## src/rtl/m_bridge.sv

```systemverilog
// m_bridge: M-stage load/store to req/ack memory bridge with a one-entry posted write buffer and transaction timeout.
// Optional store-to-load forwarding from the write buffer when M_BRIDGE_FWD_EN is defined.
module m_bridge #(
  parameter int unsigned TIMEOUT = 255
) (
  input  logic        clk,
  input  logic        reset,
  input  logic [31:0] m_addr,
  input  logic [31:0] m_wdata,
  input  logic [3:0]  m_be,
  input  logic        m_we,
  input  logic        m_rd,
  output logic [31:0] m_rdata,
  output logic        m_stall,
  output logic        mem_req,
  output logic        mem_we,
  output logic [31:0] mem_addr,
  output logic [31:0] mem_wdata,
  output logic [3:0]  mem_be,
  input  logic        mem_ack,
  input  logic [31:0] mem_rdata,
  output logic        bus_err
);

  localparam logic [1:0] S_IDLE = 2'd0;
  localparam logic [1:0] S_WR   = 2'd1;
  localparam logic [1:0] S_RD   = 2'd2;
  localparam logic [1:0] S_DONE = 2'd3;
  localparam logic [7:0] CNT_LAST = 8'(TIMEOUT - 1);

  logic [1:0]  state, state_nxt;
  logic        wb_valid, wb_valid_nxt;
  logic [31:0] wb_addr, wb_addr_nxt;
  logic [31:0] wb_data, wb_data_nxt;
  logic [3:0]  wb_be, wb_be_nxt;
  logic [7:0]  cnt, cnt_nxt;
  logic [31:0] rdata_q, rdata_nxt;
  logic        fwd_q, fwd_nxt;
  logic        bus_err_nxt;
  logic        mem_req_nxt, mem_we_nxt;
  logic [31:0] mem_addr_nxt, mem_wdata_nxt;
  logic [3:0]  mem_be_nxt;

  logic        wr_ack, st_acc, ld_req, timeout_hit, fwd_hit;
  logic [31:0] word_addr;
  logic        unused_addr_lo;

  assign word_addr      = {m_addr[31:2], 2'b00};
  assign unused_addr_lo = ^m_addr[1:0];
  assign wr_ack         = (state == S_WR) && mem_ack;
  assign st_acc         = m_we && (!wb_valid || wr_ack);
  assign ld_req         = m_rd && !m_we;
  assign timeout_hit    = !mem_ack && (cnt == CNT_LAST);
  assign m_rdata        = rdata_q;

`ifdef M_BRIDGE_FWD_EN
  // Full-word buffered store to the same word answers the load without a memory read.
  assign fwd_hit = ld_req && !fwd_q && wb_valid && (wb_be == 4'b1111) &&
                   (wb_addr[31:2] == m_addr[31:2]) && ((state == S_IDLE) || (state == S_WR));
`else
  assign fwd_hit = 1'b0;
`endif

  // Core stall: stores wait for a free buffer, loads wait for data.
  always_comb begin
    m_stall = 1'b0;
    if (m_we) begin
      m_stall = !st_acc;
    end else if (m_rd) begin
      m_stall = !((state == S_DONE) || fwd_q);
    end
  end

  // Next state and next register values.
  always_comb begin
    state_nxt     = state;
    wb_valid_nxt  = wb_valid;
    wb_addr_nxt   = wb_addr;
    wb_data_nxt   = wb_data;
    wb_be_nxt     = wb_be;
    cnt_nxt       = cnt;
    rdata_nxt     = rdata_q;
    fwd_nxt       = 1'b0;
    bus_err_nxt   = bus_err;
    mem_req_nxt   = mem_req;
    mem_we_nxt    = mem_we;
    mem_addr_nxt  = mem_addr;
    mem_wdata_nxt = mem_wdata;
    mem_be_nxt    = mem_be;

    if (fwd_hit) begin
      fwd_nxt   = 1'b1;
      rdata_nxt = wb_data;
    end

    case (state)
      S_IDLE: begin
        // Drain before any load so memory sees stores in program order.
        if (wb_valid) begin
          state_nxt     = S_WR;
          cnt_nxt       = 8'd0;
          mem_req_nxt   = 1'b1;
          mem_we_nxt    = 1'b1;
          mem_addr_nxt  = wb_addr;
          mem_wdata_nxt = wb_data;
          mem_be_nxt    = wb_be;
        end else if (ld_req && !fwd_q) begin
          state_nxt    = S_RD;
          cnt_nxt      = 8'd0;
          mem_req_nxt  = 1'b1;
          mem_we_nxt   = 1'b0;
          mem_addr_nxt = word_addr;
          mem_be_nxt   = 4'b0000;
        end
      end
      S_WR: begin
        if (mem_ack) begin
          state_nxt    = S_IDLE;
          mem_req_nxt  = 1'b0;
          wb_valid_nxt = 1'b0;
        end else begin
          cnt_nxt = cnt + 8'd1;
          if (timeout_hit) begin
            state_nxt    = S_IDLE;
            mem_req_nxt  = 1'b0;
            wb_valid_nxt = 1'b0;
            bus_err_nxt  = 1'b1;
          end
        end
      end
      S_RD: begin
        if (mem_ack) begin
          state_nxt   = S_DONE;
          mem_req_nxt = 1'b0;
          rdata_nxt   = mem_rdata;
        end else begin
          cnt_nxt = cnt + 8'd1;
          if (timeout_hit) begin
            state_nxt   = S_DONE;
            mem_req_nxt = 1'b0;
            rdata_nxt   = 32'h0000_0000;
            bus_err_nxt = 1'b1;
          end
        end
      end
      default: state_nxt = S_IDLE;
    endcase

    // Capture overrides the drain clear when a store lands on the ack edge.
    if (st_acc) begin
      wb_valid_nxt = 1'b1;
      wb_addr_nxt  = word_addr;
      wb_data_nxt  = m_wdata;
      wb_be_nxt    = m_be;
    end
  end

  always_ff @(posedge clk or negedge reset) begin
    if (!reset) begin
      state     <= S_IDLE;
      wb_valid  <= 1'b0;
      wb_addr   <= '0;
      wb_data   <= '0;
      wb_be     <= '0;
      cnt       <= '0;
      rdata_q   <= '0;
      fwd_q     <= 1'b0;
      bus_err   <= 1'b0;
      mem_req   <= 1'b0;
      mem_we    <= 1'b0;
      mem_addr  <= '0;
      mem_wdata <= '0;
      mem_be    <= '0;
    end else begin
      state     <= state_nxt;
      wb_valid  <= wb_valid_nxt;
      wb_addr   <= wb_addr_nxt;
      wb_data   <= wb_data_nxt;
      wb_be     <= wb_be_nxt;
      cnt       <= cnt_nxt;
      rdata_q   <= rdata_nxt;
      fwd_q     <= fwd_nxt;
      bus_err   <= bus_err_nxt;
      mem_req   <= mem_req_nxt;
      mem_we    <= mem_we_nxt;
      mem_addr  <= mem_addr_nxt;
      mem_wdata <= mem_wdata_nxt;
      mem_be    <= mem_be_nxt;
    end
  end

endmodule

```

## config.mk

```make
export PLATFORM = sky130hd
export DESIGN_NAME = m_bridge
export DESIGN_NICKNAME = d
export VERILOG_FILES = /design/src/rtl/m_bridge.sv
export SDC_FILE = /design/constraint.sdc
export NUM_CORES = 1
export LEC_CHECK = 0
export ABC_AREA = 1
export BUFFER_PORTS_ARGS = -buffer_cell sky130_fd_sc_hd__buf_2
export CAP_MARGIN = 20
export CORE_MARGIN = 3
export CORE_UTILIZATION = 56
export DETAILED_ROUTE_END_ITERATION = 7
export PLACE_DENSITY = 0.85
export SYNTH_ARGS = -nofsm -noshare
export SYNTH_HDL_FRONTEND = slang
export SYNTH_SLANG_ARGS = --single-unit
export TNS_END_PERCENT = 10
```

## constraint.sdc

```tcl
create_clock -name clk -period 3.1 [get_ports clk]
set_input_delay 0.155 -clock clk [delete_from_list [all_inputs] [get_ports clk]]
set_output_delay 0.155 -clock clk [all_outputs]
set_load 0.02 [all_outputs]
```

Word level (Yosys, flattened, before mapping) --
Index checks and enable logic that the tools add are counted.
Operators by class: mux-type cells 28, bitwise logic cells 1, reduce and logical (&&, ||, !) cells 25, add/subtract/negate cells 1, equality and inequality tests 9
Operators by type and width (number):
- $mux W32 | 4
- $mux W8 | 3
- $pmux W8 S2 | 1
- $mux W2 | 6
- $reduce_and A3 Y1 | 4
- $mux W1 | 10
- $ne A3 B3 Y1 const B | 3
- $add A8 B1 Y8 const B | 1
- $eq A8 B8 Y1 const B | 1
- $mux W4 | 2
- $reduce_and A2 Y1 | 4
- $reduce_bool A2 Y1 | 4
- $pmux W2 S3 | 1
- $logic_not A1 Y1 | 5
- $eq A2 B2 Y1 const B | 2
- $logic_and A1 B1 Y1 | 4
- $ne A3 B1 Y1 const B | 1
- $reduce_bool A3 Y1 | 1
- $eq A2 B1 Y1 const B | 1
- $logic_not A2 Y1 | 1
- $ne A2 B2 Y1 const B | 1
- $pmux W1 S2 | 1
- $reduce_or A2 Y1 | 1
- $logic_or A1 B1 Y1 | 1
- $not A1 Y1 | 1
Word-level totals: input port bits 105, output and inout port bits 104, bits in registers 180, logic and storage cells 77

Logic depth before layout (Yosys ltp) --
Gate-level depths: netlist (run 1).
depth after elaboration 6, gate-level depth with buffers 11, depth with buffers taken out 10

Worst setup path before layout (run 1) --
OpenSTA, ideal clock, no wires.
path type register to output, from register state[1], to output m_stall, arrival time 1.470 ns, data required time 2.945 ns, stages on the path, launching flop included 7, path buffers 1, path slack 1.475 ns, cells stage by stage dfrtp_1 -> inv_1 -> ha_1 -> inv_1 -> o21ai_4 -> clkbuf_1 -> o21ai_0
Between the ends: longest elaborated chain between the ends 6, elaborated cells between the ends (all ways) 9, classes of those cells eq/ne: 2; mux: 2; reduce/logical: 5
Ends and longest elaborated chain:
- start: declaration | RTL line 31 | logic [1:0] state, state_nxt;
- start signal: assignment | RTL line 175 | state <= state_nxt;
- $eq A2 B1 Y1 | RTL line 50 | assign wr_ack = (state == S_WR) && mem_ack;
- $logic_and A1 B1 Y1 | RTL line 50
- $logic_or A1 B1 Y1 | RTL line 51 | assign st_acc = m_we && (!wb_valid || wr_ack);
- $logic_and A1 B1 Y1 | RTL line 51
- $logic_not A1 Y1 | RTL line 68 | m_stall = !st_acc;
- $mux W1 (*) | RTL line 67 | if (m_we) begin
- end: declaration | RTL line 14 | output logic m_stall,
Mark *: on every way between the ends. The rest lies on a longest branch, timed or not.

Worst setup path after layout (run 1) --
Ends and elaborated chain as after synthesis.

==> impl_metrics.tcl, run 1 <==
set metrics [dict create \
    worst-path-max-fanout 50 \
    gp_congestion 0.8194 \
    setup_tns_ps 0 \
    ys_types 26 \
    remaining_drc_errors 0 \
    final_core_util 0.7904 \
    synth_edf_count 0 \
    reg2reg_to "mem_addr[8]" \
    yosys.area_share.simple 0.2358 \
    syn_inst 809 \
    initial_core_util 0.5795 \
    seqPwrFrac 0.368 \
    async_flop_share 1.000 \
    clock_power_share 0.217 \
    slowest_delay_ps 480 \
    synth_top_family_by_area "simple AND/OR/NAND/NOR gates" \
    drive_gt1_frac 0.2600 \
    reg2reg_depth 7 \
    start_kind "flip-flop" \
    grt_max_degree 80 \
    ys_seq_area_frac 0.6018 \
    cp.buffers_inverters 4 \
    clk_path_buf_depth 2 \
    p_int_mw 6.411 \
    slew_viol_final 0 \
    nNetsFinal 1194 \
    yosys.area_share.xor_xnor 0 \
    path_cells "inv_1, ha_1, inv_1, o21ai_4, buf_4, o21ai_0, buf_2" \
    ant_nets 0 \
    status "finished, final reports clean" \
    die_h_um 121.0 \
    io_buffers 204 \
    layout_common_cells "nand2_1, buf_2, dfrtp_1, nand3_1, dlygate4sd3_1" \
    setup_violations 0 \
    cts.htree.levels 4 \
    ys_warn_count 0 \
    rr_startpoint "state[0]" \
    routed-via-count 6815 \
    clkSinkCount 178 \
    hold_depth 3 \
    worstMarginPinSlew_ps 1075 \
    cts_buffers 17 \
    fmax_mhz 444.0 \
    cts_root_buf "clkbuf_16" \
    cts_setup_buffers 0 \
    p_sw_mw 4.481 \
    vdd_drop_max_mv 0.5356 \
    syn_area_mm2 0.007402 \
    grt_pass1_vias 6755 \
    synth_seq_cells 178 \
    critical_path_class "reg2out" \
    place_ws_ps 942.5 \
    min_path_type "in2reg" \
    core-area_mm2 0.01277 \
    cp_num_cells 7 \
    synth_compound_area_frac 0.07015 \
    synthFlopType "dfrtp_1" \
    grt-ovfl-total 0 \
    r2r_slack_ps 880 \
    routed_wl_mm 21.01 \
    dp_hpwl_mm 11.45 \
    hold_violations 0 \
    finalCriticalPeriod_ps 2252 \
    synth_mux_area_frac 0.02890 \
    path_delay_family "buffers and inverters" \
    cts.clk_slew.worst_paths_ps 60 \
    setup_ws_ps 848.0 \
    maxCapViolations 0 \
    diodes 0 \
    area_delta_synth_final_pct 36.39 \
    pin_count 209 \
    slew_headroom 0.2827 \
    worst_ep_arrival_time_ps 2100 \
    pwr-share-comb 0.415 \
    die-area_mm2 0.01463 \
    num-fill-cells 768 \
    die_w_um 121.0 \
    rsz0062_at_grt "false" \
    first_pass_iters 5 \
    cts_tree "yes" \
    grt_usage 0.2916 \
    crit_path_frequent_cell "inv_1" \
    endpoint_kind "primary output" \
    finClkSkew_ps 7.549 \
    grt_pass1_wl_mm 33.58 \
    p_leak_nw 5.260 \
    final_common_cell "nand2_1" \
    insertion_delay_ps 430 \
    critPathSlowestCell "buf_4" \
    p_sw_frac 0.4114 \
    antenna_found_initial 0 \
    vias_per_cell 5.375 \
    drt_iter0_drc 534 \
    core.rowCount 41 \
    crit_path_end "m_stall" \
    critPathLaunch "state[1]" \
    power_density_mw_per_mm2 1079 \
    synth_fa_ha_area_frac 0.01014 \
    crit_required_ps 2940 \
    finalCritPeriodShare 0.7265 \
    syn_avg_cell_area_um2 9.150 \
    wl_per_cell_um 16.57 \
]
-- cell type report --
type | count | area [um2] | share of cell area
clock buffers | 19 | 442.9 | 0.04387
clock inverters | 13 | 205.2 | 0.02032
inverters | 39 | 146.4 | 0.01450
multi-input cells | 540 | 2571 | 0.2547
flip-flops and latches | 178 | 4454 | 0.4412
well taps | 172 | 215.2 | 0.02132
repair buffers | 307 | 2061 | 0.2041
-- registers in the layout (all words and copies together), names as in the netlist --
register	count
bus_err	1
cnt	8
m_rdata	32
mem_addr	30
mem_be	4
mem_req	1
mem_wdata	32
mem_we	1
state	2
wb_addr	30
wb_be	4
wb_data	32
wb_valid	1
-- per-layer routing --
metal | up-vias | track usage | part of all wire
li1 | 3150 | - | -
met1 | 3233 | 0.3555 | 0.38
met2 | 376 | 0.4977 | 0.50
met3 | 56 | 0.06853 | 0.084
met4 | 0 | 0.1239 | 0.032
met5 | - | 0 | 0
-- tightest hold or removal path: stages --
cell,delay (ps)
buf_2,100
nor2_1,90
a21oi_1,60
-- cell families (layout without fill, tap and decap cells) --
group                    after synthesis  in the layout
buffers and inverters                 92            378
AND/OR/NAND/NOR                      431            431
flip-flops                           178            178
AO/OA/AOI/OAI                         82             82
adder cells (fa/ha/maj)                6              6
multiplexers                          19             19
other                                  1              2
-- synthesized netlist by cell type, types with 2 or more instances --
library cell	number	area, um2
nand2_1	278	1044
dfrtp_1	178	4454
nand3_1	94	470.5
nor2_1	55	206.5
inv_1	37	138.9
a31oi_1	30	187.7
clkbuf_1	27	101.4
o21ai_0	22	110.1
buf_2	21	105.1
mux2_2	19	214.0
a21oi_2	10	87.58
a21oi_1	9	45.04
ha_1	6	75.07
o22ai_1	4	25.02
buf_4	3	22.52
o21ai_1	3	15.01
inv_2	2	7.510
nand4_1	2	12.51
o21ai_4	2	32.53
-- worst min-delay path by stage --
stage	end	slack, ps	start
2_1_floorplan	bus_err	-140	reset
3_3_place_gp	m_rdata[4]	230	reset
3_5_place_dp	m_rdata[4]	240	reset
4_1_cts	m_rdata[10]	6	mem_rdata[10]
5_1_grt	m_rdata[4]	10	mem_rdata[4]
6_report	wb_be[0]	20	m_be[0]
-- per-stage QoR --
step | hold slack [ps] | cells | cell area [um2] | power (mW)
after CTS | 6.473 | 1267 | 10080 | 10.81
after global placement | 233.9 | 1144 | 8522 | 8.134
final | 19.28 | 1268 | 10100 | 10.89
after floorplan | -140.6 | 810 | 7406 | 6.919
after global routing | 9.874 | 1268 | 10100 | 11.56
after detailed placement | 236.1 | 1144 | 8522 | 8.326
-- power groups by stage --
| stage | registers, mW | clock network (mW) | logic, mW |
|---|---|---|---|
| floorplan | 4.71 | 0 | 2.21 |
| finish | 4.00 | 2.36 | 4.52 |
| global route | 4.11 | 2.48 | 4.97 |
| detailed placement | 3.99 | 0 | 4.34 |
| CTS | 3.97 | 2.39 | 4.45 |
| global placement | 3.94 | 0 | 4.20 |
-- repair_timing --
action | 4_1_cts | 5_1_grt
gates resized for setup | 0 | 0
hold buffers | 91 | 0
endpoints found under the hold margin | 189 | 0
No activity file was read; power rests on OpenSTA's default activity.
==> inputs of run 2 (changes only) <==
- ABC_AREA: 1 -> 0
- CORE_UTILIZATION: 56 -> 52
- PLACE_DENSITY: 0.85 -> 0.8
- clock period: 3.1 -> 2.3 ns (I/O delays scaled with it)
==> run 2 against run 1 <==
  * Worst hold slack better by 59 ps
  * Largest power group unchanged
  * Core utilization fell by 4.2 points
  * Setup slack lost 610 ps
  * Clock-buffer cell count increased by 2
  * Critical endpoint is now m_rdata[16]
==> impl_metrics.tcl, run 2 <==
set metrics [dict create \
    start_kind "flip-flop" \
    synth_seq_cells 178 \
    hold_ws_ps 77.82 \
    synth_compound_area_frac 0.08682 \
    fmax_mhz 485.0 \
    post-synth-top-count-cell "dfrtp_1" \
    p_int_mw 8.786 \
    cts_tree "yes" \
    syn_area_mm2 0.007234 \
    status "finished, final reports clean" \
    synth_top_family_by_area "multiplexers" \
    pwr-share-comb 0.420 \
    hold_violations 0 \
    grt_max_degree 65 \
    cts_buffers 17 \
    rsz0062_at_grt "false" \
    slew_headroom 0.2590 \
    p_leak_nw 5.202 \
    setup_tns_ps 0 \
    area_delta_synth_final_pct 38.59 \
    grt_usage 0.2513 \
    maxCapViolations 0 \
    worstMarginPinSlew_ps 1112 \
    grt_pass1_vias 6110 \
    synth_area_leaders "dfrtp_1, nand2_1, mux2_4" \
    place_ws_ps 253.4 \
    clk_path_buf_depth 2 \
    yosys.area_share.simple 0.09685 \
    first_pass_iters 5 \
    insertion_delay_ps 420 \
    power_density_mw_per_mm2 1426 \
    num-fill-cells 835 \
    drt_iter0_drc 290 \
    syn_avg_cell_area_um2 12.41 \
    cts.clk_slew.worst_paths_ps 60 \
    ys_warn_count 0 \
    syn_inst 583 \
    drive_gt1_frac 0.3615 \
    endpoint_kind "flip-flop" \
    initial_core_util 0.5399 \
    finClkSkew_ps 7.608 \
    cts.htree.levels 4 \
    async_flop_share 1.000 \
    worst-path-max-fanout 32 \
    yosys.area_share.xor_xnor 0 \
    cts_root_buf "clkbuf_16" \
    die_w_um 124.0 \
    io_buffers 204 \
    antenna_found_initial 0 \
    core-area_mm2 0.01340 \
    clkSinkCount 178 \
    synth_top_area_cell "dfrtp_1" \
    synthFlopType "dfrtp_1" \
    remaining_drc_errors 0 \
    cts_setup_buffers 0 \
    critical_path_class "reg2reg" \
    ys_seq_area_frac 0.6157 \
    synth_fa_ha_area_frac 0.01038 \
    die_h_um 124.0 \
    synth_edf_count 0 \
    setup_violations 0 \
    seqPwrFrac 0.385 \
    dp_hpwl_mm 11.57 \
    clock_power_share 0.195 \
    synth_mux_area_frac 0.1593 \
    p_sw_frac 0.3853 \
    ant_nets 0 \
    p_sw_mw 5.508 \
    min_path_type "in2reg" \
    finalCritPeriodShare 0.8965 \
    vias_per_cell 5.246 \
    routed_wl_mm 19.13 \
    worst_ep_arrival_time_ps 2410 \
    diodes 0 \
    synth_top_area_share 0.6157 \
    routed-via-count 5639 \
    nNetsFinal 997 \
    setup_ws_ps 238.1 \
    finalCriticalPeriod_ps 2062 \
    crit_required_ps 2650 \
    core.rowCount 42 \
    wl_per_cell_um 17.80 \
    final_common_cell "buf_2" \
    gp_congestion 0.8515 \
    grt-ovfl-total 0 \
    synth_commonest_cells "dfrtp_1, nand2_1, mux2_2, a22o_1, o21ai_0" \
    postPlaceCellArea_mm2 0.008458 \
    grt_pass1_wl_mm 29.63 \
    pin_count 209 \
    ys_types 39 \
    slew_viol_final 0 \
    design_area_mm2 0.01003 \
    layout_common_cells "buf_2, dfrtp_1, nand2_1, dlygate4sd3_1, mux2_2" \
    vdd_drop_max_mv 0.7888 \
    die-area_mm2 0.01536 \
    total_power_mw 14.29 \
]
## run 2: power by group through the flow
| stage | clock network [mW] | logic, mW | registers (mW) |
|---|---|---|---|
| final | 2.79 | 6.01 | 5.50 |
| after global routing | 2.98 | 6.54 | 5.64 |
| after global placement | 0 | 5.60 | 5.37 |
| after detailed placement | 0 | 5.83 | 5.47 |
| after floorplan | 0 | 3.04 | 6.34 |
| after CTS | 2.82 | 5.98 | 5.44 |
## run 2: final timing paths
path,slack [ps],depth (start not counted),end,start
min in group asynchronous,220,2,wb_data[20],reset
setup / recovery,240,4,m_rdata[16],state[0]
hold / removal,80,3,cnt[1],mem_ack
max in group asynchronous,1340,3,wb_addr[2],reset
setup reg to reg,240,4,m_rdata[16],state[0]
hold reg to reg,460,2,mem_wdata[13],wb_data[13]
## run 2: area by class of cell
type	instances	area, um2	area share
Timing Repair Buffer	318	2168	0.2163
Tap cell	176	220.2	0.02196
Sequential cell	178	4456	0.4444
Multi-Input combinational cell	364	2581	0.2575
Inverter	7	26.28	0.002621
Clock inverter	11	103.9	0.01036
Clock buffer	21	470.5	0.04692
## run 2: cell families (layout without fill, tap and decap cells)
group	count (synthesis)	in the layout
muxes	96	96
buffers and inverters	42	357
adders and majority gates	6	6
DFF	178	178
other	1	2
AOI/OAI and AO/OA	91	91
and+or+nand+nor	169	169
## run 2: per-layer routing
metal  vias to the layer above  track usage  routed length (um)
met2                       231       0.4343                9534
met4                         0       0.1129                 520
met1                      2753       0.2890                7642
met5                         -            0                   0
li1                       2608            -                   -
met3                        47      0.07402                1432
## run 2: stage by stage
step	cells	utilization
4_1_cts	1075	0.7480
3_5_place_dp	944	0.6312
5_1_grt	1075	0.7482
2_1_floorplan	584	-
6_report	1075	0.7482
3_3_place_gp	944	0.6312
## run 2: what timing repair did
action                     4_1_cts  5_1_grt
hold buffers                    99        0
setup endpoints to repair        0        1
gates resized for setup          0        1
hold endpoints to repair       172        0
## run 2: worst max-delay path: stages (launching register included)
cell and delay, ps:
dfrtp_1 430, inv_1 110, ha_1 250, and2_1 900, a22o_1 310
